**src/rtl/spi_cmd_slave_if.sv**
```systemverilog
// spi_cmd_slave_if: SPI pin bundle between the MCU master and the command slave
interface spi_cmd_slave_if;
    logic spi_sclk;
    logic spi_cs_n;
    logic spi_mosi;
    logic spi_miso;
    modport master (output spi_sclk, spi_cs_n, spi_mosi, input spi_miso);
    modport slave (input spi_sclk, spi_cs_n, spi_mosi, output spi_miso);
endinterface

```
**src/rtl/spi_cmd_slave.sv**
```systemverilog
// spi_cmd_slave: SPI mode-0 slave that decodes 7-byte frames into DDS control registers
module spi_cmd_slave #(
    parameter int SYNC_STAGES = 2,
    parameter int PIC_MAX = 3
) (
    input  logic                  clk,
    input  logic                  rst_n,
    spi_cmd_slave_if.slave        spi,
    output logic [7:0]            pic_dat,
    output logic [23:0]           fre_dat,
    output logic [15:0]           amp_dat,
    output logic                  SPI_OK,
    output logic                  frame_ok,
    output logic                  frame_err
);
    typedef enum logic [1:0] {IDLE, SHIFT, CHECK} state_t;
    localparam logic [7:0] PIC_MAX_B = PIC_MAX[7:0];
    state_t state, state_nx;
    logic [SYNC_STAGES-1:0] sclk_sync, cs_sync, mosi_sync;
    logic sclk_s, cs_s, mosi_s, sclk_d, cs_d;
    logic sclk_rise, sclk_fall, cs_rise, cs_fall, start;
    logic [55:0] shift_q;
    logic [5:0] bit_cnt;
    logic [7:0] tx_q, csum;
    logic accept;
    assign sclk_s = sclk_sync[SYNC_STAGES-1];
    assign cs_s = cs_sync[SYNC_STAGES-1];
    assign mosi_s = mosi_sync[SYNC_STAGES-1];
    assign sclk_rise = sclk_s & ~sclk_d;
    assign sclk_fall = ~sclk_s & sclk_d;
    assign cs_rise = cs_s & ~cs_d;
    assign cs_fall = ~cs_s & cs_d;
    assign start = (state != SHIFT) && cs_fall;
    assign csum = shift_q[55:48] ^ shift_q[47:40] ^ shift_q[39:32] ^ shift_q[31:24]
                ^ shift_q[23:16] ^ shift_q[15:8] ^ shift_q[7:0];
    assign accept = (bit_cnt == 6'd56) && (csum == 8'h00) && (shift_q[55:48] != 8'h00)
                 && (shift_q[55:48] <= PIC_MAX_B);
    assign spi.spi_miso = tx_q[7];
    // Bring the asynchronous SPI pins into the clk domain; cs_n idles high
    always_ff @(posedge clk or negedge rst_n) begin
        if (!rst_n) begin
            sclk_sync <= '0;
            cs_sync <= '1;
            mosi_sync <= '0;
            sclk_d <= 1'b0;
            cs_d <= 1'b1;
        end else begin
            sclk_sync <= {sclk_sync[SYNC_STAGES-2:0], spi.spi_sclk};
            cs_sync <= {cs_sync[SYNC_STAGES-2:0], spi.spi_cs_n};
            mosi_sync <= {mosi_sync[SYNC_STAGES-2:0], spi.spi_mosi};
            sclk_d <= sclk_s;
            cs_d <= cs_s;
        end
    end
    // State register
    always_ff @(posedge clk or negedge rst_n) begin
        if (!rst_n) state <= IDLE;
        else state <= state_nx;
    end
    // Next state: a cs_n fall seen in CHECK goes straight back into SHIFT
    always_comb begin
        state_nx = IDLE;
        state_nx = (state == IDLE)  ? (cs_fall ? SHIFT : IDLE) :
                   (state == SHIFT) ? (cs_rise ? CHECK : SHIFT) :
                                      (cs_fall ? SHIFT : IDLE);
    end
    // Receive shifter, saturating bit counter and MISO echo byte
    always_ff @(posedge clk or negedge rst_n) begin
        if (!rst_n) begin
            shift_q <= '0;
            bit_cnt <= '0;
            tx_q <= '0;
        end else if (start) begin
            bit_cnt <= '0;
            tx_q <= 8'h5A;
        end else if (state != SHIFT) begin
            tx_q <= '0;
        end else if (sclk_rise && !cs_rise) begin
            shift_q <= {shift_q[54:0], mosi_s};
            bit_cnt <= (bit_cnt == 6'd57) ? bit_cnt : bit_cnt + 6'd1;
        end else if (sclk_fall) begin
            tx_q <= (bit_cnt == 6'd0)        ? tx_q :
                    (bit_cnt[2:0] != 3'd0)   ? {tx_q[6:0], 1'b0} :
                    (bit_cnt >= 6'd56)       ? 8'h00 : shift_q[7:0];
        end
    end
    // Commit a checked frame to the DDS registers in one edge, or flag the rejection
    always_ff @(posedge clk or negedge rst_n) begin
        if (!rst_n) begin
            pic_dat <= '0;
            fre_dat <= '0;
            amp_dat <= '0;
            SPI_OK <= 1'b0;
            frame_ok <= 1'b0;
            frame_err <= 1'b0;
        end else begin
            frame_ok <= (state == CHECK) && accept;
            frame_err <= (state == CHECK) && !accept;
            if ((state == CHECK) && accept) begin
                pic_dat <= shift_q[55:48];
                fre_dat <= shift_q[47:24];
                amp_dat <= shift_q[23:8];
                SPI_OK <= 1'b1;
            end
        end
    end
endmodule
```
**src/flat_wrapper.sv**
```systemverilog
// flat-port wrapper written by rule: the top's interface ports become plain ports
module spi_cmd_slave_flat 
#(
    parameter int SYNC_STAGES = 2,
    parameter int PIC_MAX = 3
)
  (clk, rst_n, pic_dat, fre_dat, amp_dat, SPI_OK, frame_ok, frame_err, spi_spi_sclk, spi_spi_cs_n, spi_spi_mosi, spi_spi_miso);
  spi_cmd_slave_if spi_i ();
  input  logic clk;
  input  logic rst_n;
  output logic [7:0] pic_dat;
  output logic [23:0] fre_dat;
  output logic [15:0] amp_dat;
  output logic SPI_OK;
  output logic frame_ok;
  output logic frame_err;
  input wire logic [$bits(spi_i.spi_sclk)-1:0] spi_spi_sclk;
  input wire logic [$bits(spi_i.spi_cs_n)-1:0] spi_spi_cs_n;
  input wire logic [$bits(spi_i.spi_mosi)-1:0] spi_spi_mosi;
  output wire logic [$bits(spi_i.spi_miso)-1:0] spi_spi_miso;
  assign spi_i.spi_sclk = spi_spi_sclk;
  assign spi_i.spi_cs_n = spi_spi_cs_n;
  assign spi_i.spi_mosi = spi_spi_mosi;
  assign spi_spi_miso = spi_i.spi_miso;
  spi_cmd_slave #(.SYNC_STAGES(SYNC_STAGES), .PIC_MAX(PIC_MAX)) u_core (.clk(clk), .rst_n(rst_n), .spi(spi_i), .pic_dat(pic_dat), .fre_dat(fre_dat), .amp_dat(amp_dat), .SPI_OK(SPI_OK), .frame_ok(frame_ok), .frame_err(frame_err));
endmodule
```
**config.mk**
```make
export PLATFORM = sky130hd
export DESIGN_NAME = spi_cmd_slave_flat
export DESIGN_NICKNAME = d
export VERILOG_FILES = /design/src/rtl/spi_cmd_slave_if.sv /design/src/rtl/spi_cmd_slave.sv /design/src/flat_wrapper.sv
export SDC_FILE = /design/constraint.sdc
export NUM_CORES = 1
export LEC_CHECK = 0
export ABC_AREA = 1
export CAP_MARGIN = 10
export CORE_UTILIZATION = 50
export DETAILED_ROUTE_END_ITERATION = 12
export PLACE_DENSITY = 0.69
export SYNTH_ARGS = -nofsm -noshare
export SYNTH_HDL_FRONTEND = slang
export SYNTH_SLANG_ARGS = --single-unit
```
**constraint.sdc**
```tcl
create_clock -name clk -period 2.3 [get_ports clk]
set_input_delay 0.575 -clock clk [delete_from_list [all_inputs] [get_ports clk]]
set_output_delay 0.575 -clock clk [all_outputs]
set_load 0.01 [all_outputs]
```
==> results of run 1 <==
## cells in the final DEF (no fill, tap or decap), drive strengths merged
| master | instances |
|---|---|
| mux2 | 1 |
| nor3 | 6 |
| dfrtp | 128 |
| ha | 3 |
| xnor2 | 2 |
| nand2 | 284 |
| clkinv | 1 |
| buf | 13 |
| clkbuf | 28 |
| clkdlybuf4s50 | 55 |
| xor2 | 3 |
| a221oi | 2 |
| a21oi | 9 |
| nand4 | 45 |
| nor2 | 11 |
| o21ai | 72 |
| bufinv | 3 |
| o211ai | 1 |
| nand3 | 35 |
| a31oi | 2 |
| dfstp | 3 |
| a211oi | 1 |
| o22ai | 3 |
| inv | 91 |
## layout make-up
class                           instances  area share
Sequential cell                       131       0.444
Multi-Input combinational cell        480       0.306
Timing Repair Buffer                   68      0.0954
Clock buffer                           28      0.0712
Inverter                               92      0.0467
Tap cell                              143      0.0242
Clock inverter                          3      0.0122
## final timing paths
check,startpoint,endpoint,slack [ns],cells past startpoint
setup / recovery,u_core.bit_cnt[0],u_core.tx_q[0],0.18,6
hold / removal,rst_n,u_core.fre_dat[0],0.12,1
setup reg to reg,u_core.bit_cnt[0],u_core.tx_q[0],0.18,6
hold reg to reg,u_core.mosi_sync[0],u_core.mosi_sync[1],0.35,0
max in group asynchronous,rst_n,u_core.bit_cnt[1],1.50,2
min in group clk,u_core.mosi_sync[0],u_core.mosi_sync[1],0.35,0
## worst reg2reg max path, delay by kind of cell (launching register included)
| kind | cells | cell delay [ns] |
|---|---|---|
| buf+inv | 2 | 0.14 |
| mux | 1 | 0.42 |
| flops | 1 | 0.37 |
| fa+ha+maj | 1 | 0.21 |
| simple gates | 1 | 0.06 |
| compound gates | 1 | 0.81 |
## sequential cells by signal (all words and copies together), names as in the netlist
register          cells
u_core.SPI_OK         1
u_core.amp_dat       16
u_core.bit_cnt        6
u_core.cs_d           1
u_core.cs_sync        2
u_core.frame_err      1
u_core.frame_ok       1
u_core.fre_dat       24
u_core.mosi_sync      2
u_core.pic_dat        8
u_core.sclk_d         1
u_core.sclk_sync      2
u_core.shift_q       56
u_core.state          2
u_core.tx_q           8
## logic make-up (layout without fill, tap and decap cells)
family | Yosys count | after routing | share of synthesized area
compound gates | 90 | 90 | 0.0771
xor+xnor | 5 | 5 | 0.00844
fa+ha+maj | 3 | 3 | 0.00617
buf+inv | 123 | 191 | 0.0889
flops | 131 | 131 | 0.540
mux | 1 | 1 | 0.00185
simple gates | 381 | 381 | 0.278
## layer usage
metal  vias to the layer above  routed length (um)
met4                         0                 313
met2                       129                6530
met3                        23                 661
met5                         -                   0
met1                      2420                6130
li1                       2466                   -
## power by group through the flow
stage                     combinational (W)  sequential [W]  clock, W
after global placement             0.000823         0.00253         0
final                              0.000860         0.00250   0.00279
after floorplan                    0.000648         0.00252         0
after detailed placement           0.000859         0.00254         0
after global routing               0.000957         0.00252   0.00293
after CTS                          0.000863         0.00250   0.00283
## stage by stage
step	hold WS [ns]	setup TNS (ns)	std cells	util	worst slack [ns]
floorplan	0.279	0	734	-	0.396
global placement	0.336	0	914	0.583	0.259
finish	0.120	0	945	0.637	0.181
detailed placement	0.339	0	914	0.583	0.177
CTS	0.120	0	945	0.636	0.159
global route	0.145	-0.0335	945	0.637	-0.0163
==> run metrics, run 1 <==
status=finished, violations left; failing checks=design-rule violations; Yosys cell types=33; Synth Instances=around 730; die height=approximately 110 um; root buffer cell=clkbuf_16; M3 GR Usage=0.0551; Mapped Area=between 6000 and 7000 um^2; Top Family by Delay on Critical Path=compound AO/OA/AOI/OAI gates; Routed WL per cell=approximately 14 um; multi-input combinational cell area=~2300 um^2; Mapped Nets=around 740; Resized Gates After CTS=0; Max FO, Critical Path=15; io pins=57; dpl hpwl=9.56 mm; initial antenna violation count=0; ys flop type=dfrtp_1; Net Sw Power=around 0.0016 W; filler instances=1008; fmax=472 MHz; Pre-antenna DRT Iters=10; met2 Resource Use GR=0.378; Pint=0.00456 W; final hold vios=0; Die X=between 100 and 150 um; worst setup path class=flop to flop; Vias=5038; Slew headroom=0.331; Area Growth Syn to Fin=21.6%; top cell type by total area after synthesis=dfrtp_1; Cell Rows=39; overall power=0.00616 W; # DRC=8; dominant cells by area after synthesis=dfrtp_1, nand2_1, o21ai_0, inv_1, nand4_1; CTS tree=done; Placeable Area=between 10000 and 15000 um^2; # clock sinks=131; pwr/cell area=833 nW/um^2; later-pin clock latency in the skew report=~0.42 ns; Gate power share=0.140; Post-synth EDFFs=0; maximum VDD drop=approximately 0.52 mV; first-pass GRT wire length=approximately 24 mm; largest net degree at the start of global routing=88; Final Instance Area=around 7400 um^2; Tmin final=2.12 ns; Initial Util=0.524; Slowest-stage cell, CP=a31oi_1; required time worst endpoint=2.60 ns; top-count cell post-synth=nand2_1; Hold Buf Count CTS=0; max incr delay on CP=0.81 ns; Worst Path Buf+Inv=2; diodes inserted=0; Yosys top cell area share=0.527; vias per cell=5.33; nets@finish=approximately 800; setup bufs post-CTS=0; CP endpoint kind=flop; Seq pwr share=0.407; Yosys warning total=0; Critical Path AT=~2.4 ns; Port Buffers=56; setup violators final=0; max-cap viol count=0; Worst-Margin Slew=around 1.0 ns; startpoint types=flop; sw frac=0.259; CTS Buf Count=17; met1 usage=0.323; H-tree depth=4; most instantiated cells after synthesis=nand2_1, dfrtp_1, inv_1; Antenna Nets Post-Route=0; worst hold path class=primary input to asynchronous set/reset pin; Post-Syn Area per Cell=approximately 8.3 um^2; GRT Total Usage=0.240; Die Area=approximately 13000 um^2; clk buf depth=2; RSZ-0062 raised after global routing=yes; register area=3280 um^2; Tcrit/Tclk final=0.921; placed cell areas=~6800 um^2; clock slew at reported path FFs=0.05 ns; async set-reset flop share out of synthesis=1.00; Clk network pwr share=0.454; Iter 0 DRT Violations=around 320; Final Wtd Congestion=a little over 0.8; grt ovf=0; crit-path most repeated cell=inv_1; Final Max Tran Viols=0; Synth Register Bits=roughly 130; share of post-route cells with drive strength above 1=0.101; GRT busiest layer=met2; P_leak=approximately 3.6 nW; Fin Clk Skew=0.00761 ns; Cell Chain, Critical Path=inv_1, ha_1, inv_1, nor2_1, a31oi_1, mux2_2; drt total wl=between 10 and 15 mm; register area share after synthesis=0.540; vias in the first global route=~4900
(Power assumes the default switching activity.)
==> inputs of run 2 (changes only) <==
==> constraint.sdc (replaced) <==
create_clock -name clk -period 2.3 [get_ports clk]
set_input_delay 0.575 -clock clk [delete_from_list [all_inputs] [get_ports clk]]
set_output_delay 0.575 -clock clk [all_outputs]
set_load 0.05 [all_outputs]
==> results of run 2 <==
The final DEF is identical to that of run 1. Status: finished, violations left: design-rule violations.
Main changes from that run: setup slack after layout 0.181 ns -> 0.103 ns; start point of the critical path u_core.bit_cnt[0] -> u_core.fre_dat[4]; end point of the critical path u_core.tx_q[0] -> fre_dat[4]; total power 0.00616 W -> 0.00617 W
==> inputs of run 3 (changes only) <==
Settings changed: MAX_ROUTING_LAYER set to met4.
==> run metrics, run 3 (synthesis gave the netlist of run 1 again) <==
Area Growth Syn to Fin=21.6% (unchanged); drt total wl=13.6 mm (about the same); clock slew at reported path FFs=0.06 ns (was 0.05 ns); CTS Buf Count=17 (unchanged); # DRC=8 (unchanged); worst hold path class=primary input to asynchronous set/reset pin (unchanged); r2r setup slk=0.17 ns (was 0.18 ns); share of post-route cells with drive strength above 1=0.101 (unchanged); Slew headroom=0.337 (was 0.331); worst setup path class=flop to output pin (unchanged); filler instances=1008 (unchanged); CP endpoint kind=output pin (unchanged); Pre-antenna DRT Iters=9 (was 10); Final Wtd Congestion=0.840 (was 0.827); H-tree depth=4 (unchanged); sw frac=0.261 (about the same); Die Area=12600 um^2 (unchanged); initial antenna violation count=0 (unchanged); die height=112 um (unchanged); max-cap viol count=0 (unchanged); multi-input combinational cell area=2270 um^2 (unchanged); Highest Signal Layer=met4 (unchanged); Placeable Area=11600 um^2 (unchanged); final hold vios=0 (unchanged); clk buf depth=2 (unchanged); Antenna Nets Post-Route=0 (unchanged); max FFs per register=56 (unchanged); largest net degree at the start of global routing=88 (unchanged); Final Instance Area=7390 um^2 (unchanged); Net Sw Power=0.00161 W (about the same); setup violators final=0 (unchanged); Vias=5023 (was 5038); register area=3280 um^2 (unchanged); most common cell after layout, fill and taps aside=nand2_1 (unchanged); Max FO, Critical Path=2 (unchanged); Cell Rows=39 (unchanged); maximum VDD drop=0.520 mV (about the same); startpoint types=flop (unchanged); Pint=0.00456 W (about the same); Clk network pwr share=0.453 (about the same); grt ovf=0 (unchanged); Routed WL per cell=14.4 um (about the same); # clock sinks=131 (unchanged); RSZ-0062 raised after global routing=yes (unchanged); fmax=454 MHz (was 455 MHz); Iter 0 DRT Violations=412 (was 315); CTS tree=done (unchanged); Initial Util=0.524 (unchanged); Worst-Margin Slew=0.991 ns (was 0.998 ns); Final Max Tran Viols=0 (unchanged); failing checks=design-rule violations (unchanged); Port Buffers=56 (unchanged); nets@finish=798 (unchanged); root buffer cell=clkbuf_16 (unchanged); pwr/cell area=834 nW/um^2 (about the same); Top Family by Delay on Critical Path=buffers and inverters (unchanged); Hold Buf Count CTS=0 (unchanged); Cell Chain, Critical Path=clkdlybuf4s50_1 (unchanged); commonest cells after routing, fill and taps aside=nand2_1, dfrtp_1, inv_1 (unchanged); Tcrit/Tclk final=0.957 (was 0.955); first-pass GRT wire length=23.6 mm (about the same); required time worst endpoint=1.73 ns (about the same); Largest Register=u_core.shift_q (unchanged); status=finished, violations left (unchanged); Die X=112 um (unchanged); WL met1=6.10 mm (was 6.13 mm); io pins=57 (unchanged); dpl hpwl=9.56 mm (unchanged); max incr delay on CP=0.82 ns (about the same); Seq pwr share=0.406 (about the same); P_leak=3.61 nW (unchanged); vias per cell=5.32 (was 5.33); diodes inserted=0 (unchanged); Slowest-stage cell, CP=clkdlybuf4s50_1 (unchanged); Fin Clk Skew=0.00734 ns (was 0.00761 ns); Tmin final=2.20 ns (about the same); Worst Path Buf+Inv=1 (unchanged); vias in the first global route=4901 (was 4918); biggest regs=u_core.shift_q x56, u_core.fre_dat x24, u_core.amp_dat x16 (unchanged); Critical Path AT=1.63 ns (was 1.62 ns); met2 wire length=6.51 mm (was 6.53 mm); placed cell areas=6770 um^2 (unchanged); later-pin clock latency in the skew report=0.42 ns (about the same); WL met3=649 um (was 661 um); GRT Total Usage=0.248 (was 0.240); Gate power share=0.141 (about the same); Layout Utilization=0.637 (unchanged)
[run 3: through the flow]
step / setup slack, ns / total power, W / hold WS (ns) / TNS (ns) / cells
5_1_grt: -0.0153 / 0.00641 / 0.148 / -0.0282 / 945
6_report: 0.0984 / 0.00617 / 0.119 / 0 / 945
4_1_cts: 0.0913 / 0.00621 / 0.120 / 0 / 945
2_1_floorplan: 0.386 / 0.00318 / 0.279 / 0 / 734
3_3_place_gp: 0.259 / 0.00337 / 0.336 / 0 / 914
3_5_place_dp: 0.177 / 0.00341 / 0.339 / 0 / 914
[run 3: final cells by class]
type / instances / share of cell area
inverter: 92 / 0.0467
sequential: 131 / 0.444
clock inverter: 3 / 0.0122
multi-input combinational: 480 / 0.306
tap: 143 / 0.0242
clock buffer: 28 / 0.0712
timing repair buffer: 68 / 0.0954
[run 3: worst paths after layout]
kind	from	to	depth (start not counted)
min in group clk	u_core.mosi_sync[0]	u_core.mosi_sync[1]	0
worst max-delay path	u_core.fre_dat[4]	fre_dat[4]	1
max in group asynchronous	rst_n	u_core.bit_cnt[1]	2
worst max register to register	u_core.shift_q[36]	u_core.amp_dat[13]	11
worst min-delay path	rst_n	u_core.pic_dat[1]	1
worst min register to register	u_core.mosi_sync[0]	u_core.mosi_sync[1]	0
[run 3: routing by layer]
| metal | global-route usage | up-vias |
|---|---|---|
| met4 | 0.111 | 0 |
| met1 | 0.324 | 2395 |
| met5 | - | - |
| met3 | 0.0454 | 21 |
| li1 | - | 2464 |
| met2 | 0.378 | 143 |
[run 3: power by group through the flow]
stage	Combinational, W	Sequential, W	Clock [W]
3_5_place_dp	0.000871	0.00254	0
2_1_floorplan	0.000648	0.00253	0
6_report	0.000871	0.00250	0.00280
3_3_place_gp	0.000836	0.00253	0
5_1_grt	0.000970	0.00252	0.00292
4_1_cts	0.000876	0.00250	0.00283
[run 3: what timing repair did]
item,CTS,global route
endpoints found under the setup margin,0,32
resized for setup,0,2
buffers inserted,0,0
==> RTL change 1 (flow settings as in run 1) <==
Put one more register stage on the output `amp_dat`, without a reset. The value now appears one clock later. The other outputs are not delayed to match.
--- a/src/rtl/spi_cmd_slave.sv
+++ b/src/rtl/spi_cmd_slave.sv
@@ -16,4 +16,6 @@
     typedef enum logic [1:0] {IDLE, SHIFT, CHECK} state_t;
     localparam logic [7:0] PIC_MAX_B = PIC_MAX[7:0];
+
+    logic [15:0] amp_dat_s0;
     state_t state, state_nx;
     logic [SYNC_STAGES-1:0] sclk_sync, cs_sync, mosi_sync;
@@ -90,5 +92,5 @@
             pic_dat <= '0;
             fre_dat <= '0;
-            amp_dat <= '0;
+            amp_dat_s0 <= '0;
             SPI_OK <= 1'b0;
             frame_ok <= 1'b0;
@@ -100,8 +102,12 @@
                 pic_dat <= shift_q[55:48];
                 fre_dat <= shift_q[47:24];
-                amp_dat <= shift_q[23:8];
+                amp_dat_s0 <= shift_q[23:8];
                 SPI_OK <= 1'b1;
             end
         end
     end
+    always_ff @(posedge clk) begin
+        amp_dat <= amp_dat_s0;
+    end
+
 endmodule
Formal check against the unedited RTL: no difference found for any inputs over 10 cycles, from zero or initial values and one cycle with rst_n low; that may be too few to reach the edited logic, so the function may still have changed.
==> RTL change 1 against run 1 <==
  * Critical path type unchanged
  * Sequential power is 10% higher
  * Via count is 0.87% lower
  * Wire length is 3.9% lower
  * Total power is 1.7% higher
  * Highest routed layer unchanged
  * Design area is 3.6% higher
  * Maximum frequency is 3.9% higher
  * Sequential cell count is 16 higher
  * Critical path depth is 8 higher
  * Setup slack better by 80 ps
  * Utilization is 0.70 points lower
  * Area after synthesis is 3.8% higher
  * Count of clock-buffer cells in the layout is 8 lower
==> RTL change 1: results (changes against run 1) <==
| Metric | Value |
|---|---|
| Status | finished clean |
| First-pass GRT wire length | 22200 um (-5.7%) |
| Post-CTS Setup Bufs | 0 (unchanged) |
| Hold Path Origin | u_core.sclk_sync[0]$_DFF_PN0_ |
| Pre-CTS setup slack | 261 ps (+83.8 ps) |
| Area contributors post-synth | dfrtp_1 (51%), nand2_1 (17%), o21ai_0 (5.3%) |
| Port Buf Inserts | 56 (unchanged) |
| Worst VDD drop | 0.478 mV (-8.0%) |
| Vias in the first global route | 4741 (-3.6%) |
| 1st-iter DRT viols | 356 (+13%) |
| FF-to-FF End | u_core.amp_dat_s0[3]$_DFFE_PN0P_ |
| Maximum fanout along the worst path | 50 (+35) |
| Layout fillers | 1025 (+1.7%) |
| Layout Skew | 6.91 ps (-0.703 ps) |
| Largest net degree at the start of global routing | 106 (+20%) |
| Final wirelength | 13100 um (-3.9%) |
| Total global-route track usage | 22.3% (-1.7 points) |
| Clock Tree Root | clkbuf_16 |
| Rel. slew slack | 69.5% (+36 points) |
| Detailed-router iteration count before antenna repair | 5 (-5) |
| Via Count | 4994 (-0.87%) |
| Syn_nets | 753 (+1.5%) |
| Pleak | 3.70 nW (+2.3%) |
| Ant diodes | 0 (unchanged) |
| Yosys warning count | 0 (unchanged) |
| Initial antenna violation count | 0 (unchanged) |
| R2R cell count | 14 (+8) |
| NumNets Final | 808 (+1.3%) |
| Seq/Total Area, Yosys | 57.1% (+3.1 points) |
| Total CTS buffers | 17 (unchanged) |
| Reg-to-reg critical path startpoint | u_core.bit_cnt[0]$_DFFE_PN0P_ |
| Clock buffer depth | 2 (unchanged) |
| Hpwl dp | 8940 um (-6.4%) |
| Register-to-register setup slack | 260 ps (+80 ps) |
| Routability-driven placement congestion ratio | 0.862 (+4.2%) |
| Crit path time final | 2040 ps (-79.5 ps) |
| Yosys cell types | 28 (-15%) |
| Share of flip-flops with an asynchronous set or reset | 89.1% (-11 points) |
| Worst-Skew Late Latency | roughly 430 ps |
| Post-synth top cells | nand2_1 (281), dfrtp_1 (128), o21ai_0 (67) |
| CTS Hold Buffers Added | 1 (+1) |
| Top flop regs | u_core.shift_q (56), u_core.fre_dat (24) |
| Layout cell share with drive strength beyond 1 | 9.10% (-1.0 points) |
| Worst Hold Class | reg2reg |
==> RTL change 1: cell count changes after synthesis, moves of 3 or more <==
cell / delta
buf_4: -3
buf_6: -3
nand2_1: +13
nand2_2: -16
nand3_1: +3
nor2_1: +3
dfxtp_1: +16
o21ai_0: -5
o211ai_1: +3
inv_2: +8
inv_1: -14
o22ai_1: -3
buf_2: +7
==> RTL change 1: metrics by stage <==
step | area [um^2] | instances
floorplan | 6310 | 745
global placement | 7060 | 948
detailed placement | 7060 | 948
CTS | 7660 | 981
global route | 7660 | 981
finish | 7660 | 981
==> RTL change 1: worst min-delay path by stage <==
stage                                          endpoint  slack (ps)  cells after the start
final                     u_core.sclk_sync[1]$_DFF_PN0_         350                      0
after global routing      u_core.mosi_sync[1]$_DFF_PN0_         360                      0
after CTS                   u_core.cs_sync[1]$_DFF_PN1_         360                      0
after detailed placement  u_core.sclk_sync[1]$_DFF_PN0_         340                      0
after global placement    u_core.mosi_sync[1]$_DFF_PN0_         330                      0
after floorplan               u_core.SPI_OK$_DFFE_PN0P_         280                      0
==> RTL change 1: logic make-up (layout without fill, tap and decap cells) <==
family | after synthesis | in the layout | synth area share, %
buffers and inverters | 117 | 185 | 7.81
flip-flops | 147 | 147 | 57.1
AO/OA/AOI/OAI | 87 | 87 | 7.32
XOR/XNOR | 5 | 5 | 0.813
adder cells (fa/ha/maj) | 3 | 3 | 0.595
AND/OR/NAND/NOR | 386 | 386 | 26.4
==> RTL change 1: final cells by class <==
cell class              count  area [um^2]  area share [%]
well taps                 168          210            2.74
repair buffers             67          718            9.38
clock buffers              20          457            5.96
flip-flops and latches    147         3600            47.0
clock inverters            12          133            1.73
multi-input cells         481         2220            28.9
inverters                  86          323            4.22
==> RTL change 1: worst max-delay path, stage by stage, from the launching register on <==
cell	delay, ps
dfrtp_1	400
inv_1	120
ha_1	160
inv_1	40
nor2_1	160
nand3_1	110
nor3_1	140
nand2_1	80
inv_2	50
nand2_1	80
nor2_4	150
nand3_4	90
buf_12	180
nand2_1	100
nand2_1	50
==> RTL change 1: report_power, final <==
part	switching (W)	internal, W
sequential	0.0000684	0.00269
clock	0.00106	0.00165
combinational	0.000548	0.000244
==> RTL change 1: routing by layer <==
layer | share of wire, % | track usage, % | up-vias
met5 | 0 | 0 | -
met4 | 2.3 | 10.2 | 0
met3 | 4.6 | 5.51 | 24
met2 | 46 | 34.5 | 126
met1 | 47 | 29.7 | 2322
li1 | - | - | 2522
==> RTL change 2 (config.mk and constraints of run 1) <==
Without the edit above. `SYNC_STAGES` is set to 2 in 2 places; all go to 4.
--- a/src/rtl/spi_cmd_slave.sv
+++ b/src/rtl/spi_cmd_slave.sv
@@ -1,5 +1,5 @@
 // spi_cmd_slave: SPI mode-0 slave that decodes 7-byte frames into DDS control registers
 module spi_cmd_slave #(
-    parameter int SYNC_STAGES = 2,
+    parameter int SYNC_STAGES = 4,
     parameter int PIC_MAX = 3
 ) (
--- a/src/flat_wrapper.sv
+++ b/src/flat_wrapper.sv
@@ -2,5 +2,5 @@
 module spi_cmd_slave_flat 
 #(
-    parameter int SYNC_STAGES = 2,
+    parameter int SYNC_STAGES = 4,
     parameter int PIC_MAX = 3
 )
Function: changed (a bounded check fails within 10 cycles, from zero or initial values and one cycle with rst_n low).
==> RTL change 2 against run 1 <==
  * Total power increased by 1.0%
  * Wire length decreased by 2.9%
  * Area after synthesis increased by 1.7%
  * Design area increased by 2.1%
  * First-iteration DRC count increased by 20%
  * Setup slack improved by 53 ps
  * Sequential cell count increased by 6
  * Critical path type unchanged
  * Critical endpoint unchanged
  * Largest power group unchanged
==> RTL change 2: results (changes against run 1) <==
| Metric | Value |
|---|---|
| Register clock-pin slew on the reported worst setup and hold paths | ~60 ps |
| CTS Hold Buffers Added | 1 (+1) |
| Layout cell share with drive strength beyond 1 | 9.75% (-0.35 points) |
| Layout fillers | 1043 (+3.5%) |
| CTS HTree Levels | 4 (unchanged) |
| Period utilization | 89.8% (-2.3 points) |
| Status | finished clean |
| Detailed-router iteration count before antenna repair | 5 (-5) |
| Largest net degree at the start of global routing | 106 (+20%) |
| Port Buf Inserts | 56 (unchanged) |
| Worst Hold Class | reg2reg |
| Crit start category | flip-flop |
| Pleak | 3.69 nW (+2.1%) |
| Vias in the first global route | 4774 (-2.9%) |
| Maximum fanout along the worst path | 15 (unchanged) |
| Register-to-register setup slack | 230 ps (+50 ps) |
| Routability-driven placement congestion ratio | 0.808 (-2.3%) |
| Critical Path End Type | flip-flop |
| Ant diodes | 0 (unchanged) |
| FF-to-FF End | u_core.tx_q[0]$_DFFE_PN0P_ |
| DR WL/cell | 13.8 um (-4.1%) |
| Hold Path Origin | u_core.mosi_sync[0]$_DFF_PN0_ |
| Yosys warning count | 0 (unchanged) |
| CP peak stage delay | 760 ps (-50 ps) |
| Worst hold stages | 0 |
| Reg-to-reg critical path startpoint | u_core.bit_cnt[0]$_DFFE_PN0P_ |
| Total internal power | 0.00465 W (+1.9%) |
| Critical path's top delay family | compound AO/OA/AOI/OAI gates |
| Via Count | 4979 (-1.2%) |
| Hpwl dp | 9100 um (-4.8%) |
| Rel. slew slack | 37.1% (+4.0 points) |
| Area contributors post-synth | dfrtp_1 (53%), nand2_1 (17%), o21ai_0 (5.9%) |
| Share of flip-flops with an asynchronous set or reset | 100% (unchanged) |
| Slowest library cell on the worst path | a31oi_1 |
| R2R cell count | 6 (unchanged) |
| Syn_nets | 748 (+0.81%) |
| Post-CTS Setup Bufs | 0 (unchanged) |
| Top flop regs | u_core.shift_q (56), u_core.fre_dat (24), u_core.amp_dat (16) |
| First-pass GRT wire length | 22700 um (-4.0%) |
| Crit path arrival time | 2370 ps (-50 ps) |
| Clock Tree Root | clkbuf_16 |
| Layout Skew | 5.45 ps (-2.17 ps) |
| Total global-route track usage | 22.9% (-1.1 points) |
| Total CTS buffers | 17 (unchanged) |
| Yosys cell types | 31 (-6.1%) |
| Clock buffer depth | 2 (unchanged) |
| Worst VDD drop | 0.472 mV (-9.3%) |
| Post-synth top cells | nand2_1 (275), dfrtp_1 (132), inv_1 (76) |
| NumNets Final | 805 (+0.88%) |
| Post-CTS Resized | 0 (unchanged) |
| 1st-iter DRT viols | 378 (+20%) |
| Seq/Total Area, Yosys | 55.5% (+1.6 points) |
| Dpl cell area | 6910 um^2 (+2.1%) |
[RTL change 2: cell types whose count changed after synthesis, moves of 2 or more]
cell,change
clkbuf_1,+2
buf_1,-2
nand2_1,+7
nand2_2,-7
buf_2,+2
buf_6,-3
dfrtp_1,+4
dfstp_2,+2
[RTL change 2: cell families after synthesis]
group / Yosys count / synth area share (%)
flops: 137 / 55.5
simple gates: 380 / 26.7
buf+inv: 123 / 8.48
fa+ha+maj: 3 / 0.607
xor+xnor: 5 / 0.830
mux: 1 / 0.182
compound gates: 91 / 7.63
[RTL change 2: cell type report]
class	count	area, um^2	area share (%)
clock inverter	6	109	1.44
tap	147	184	2.44
inverter	92	345	4.58
multi-input combinational	480	2230	29.6
timing repair buffer	69	724	9.60
clock buffer	26	519	6.88
sequential	137	3430	45.5
[RTL change 2: power by group through the flow]
stage                     Sequential (W)  Combinational [W]  Clock (W)
after floorplan                  0.00263           0.000547          0
after global placement           0.00264           0.000751          0
after detailed placement         0.00265           0.000776          0
after CTS                        0.00261           0.000785    0.00290
after global routing             0.00262           0.000889    0.00300
final                            0.00261           0.000774    0.00284
[RTL change 2: routing by layer]
layer,track usage [%],wire length [um],vias to the layer above
met5,0,0,-
met4,10.1,309,0
met3,6.91,659,26
met2,36.0,6290,131
met1,29.5,5990,2347
li1,-,-,2475
[RTL change 2: metrics by stage]
step | utilization (%) | cells | hold WS [ps]
CTS | 62.8 | 957 | 344
floorplan | - | 740 | 279
detailed placement | 57.5 | 924 | 335
global placement | 57.5 | 924 | 333
global route | 62.8 | 957 | 349
finish | 62.8 | 957 | 345
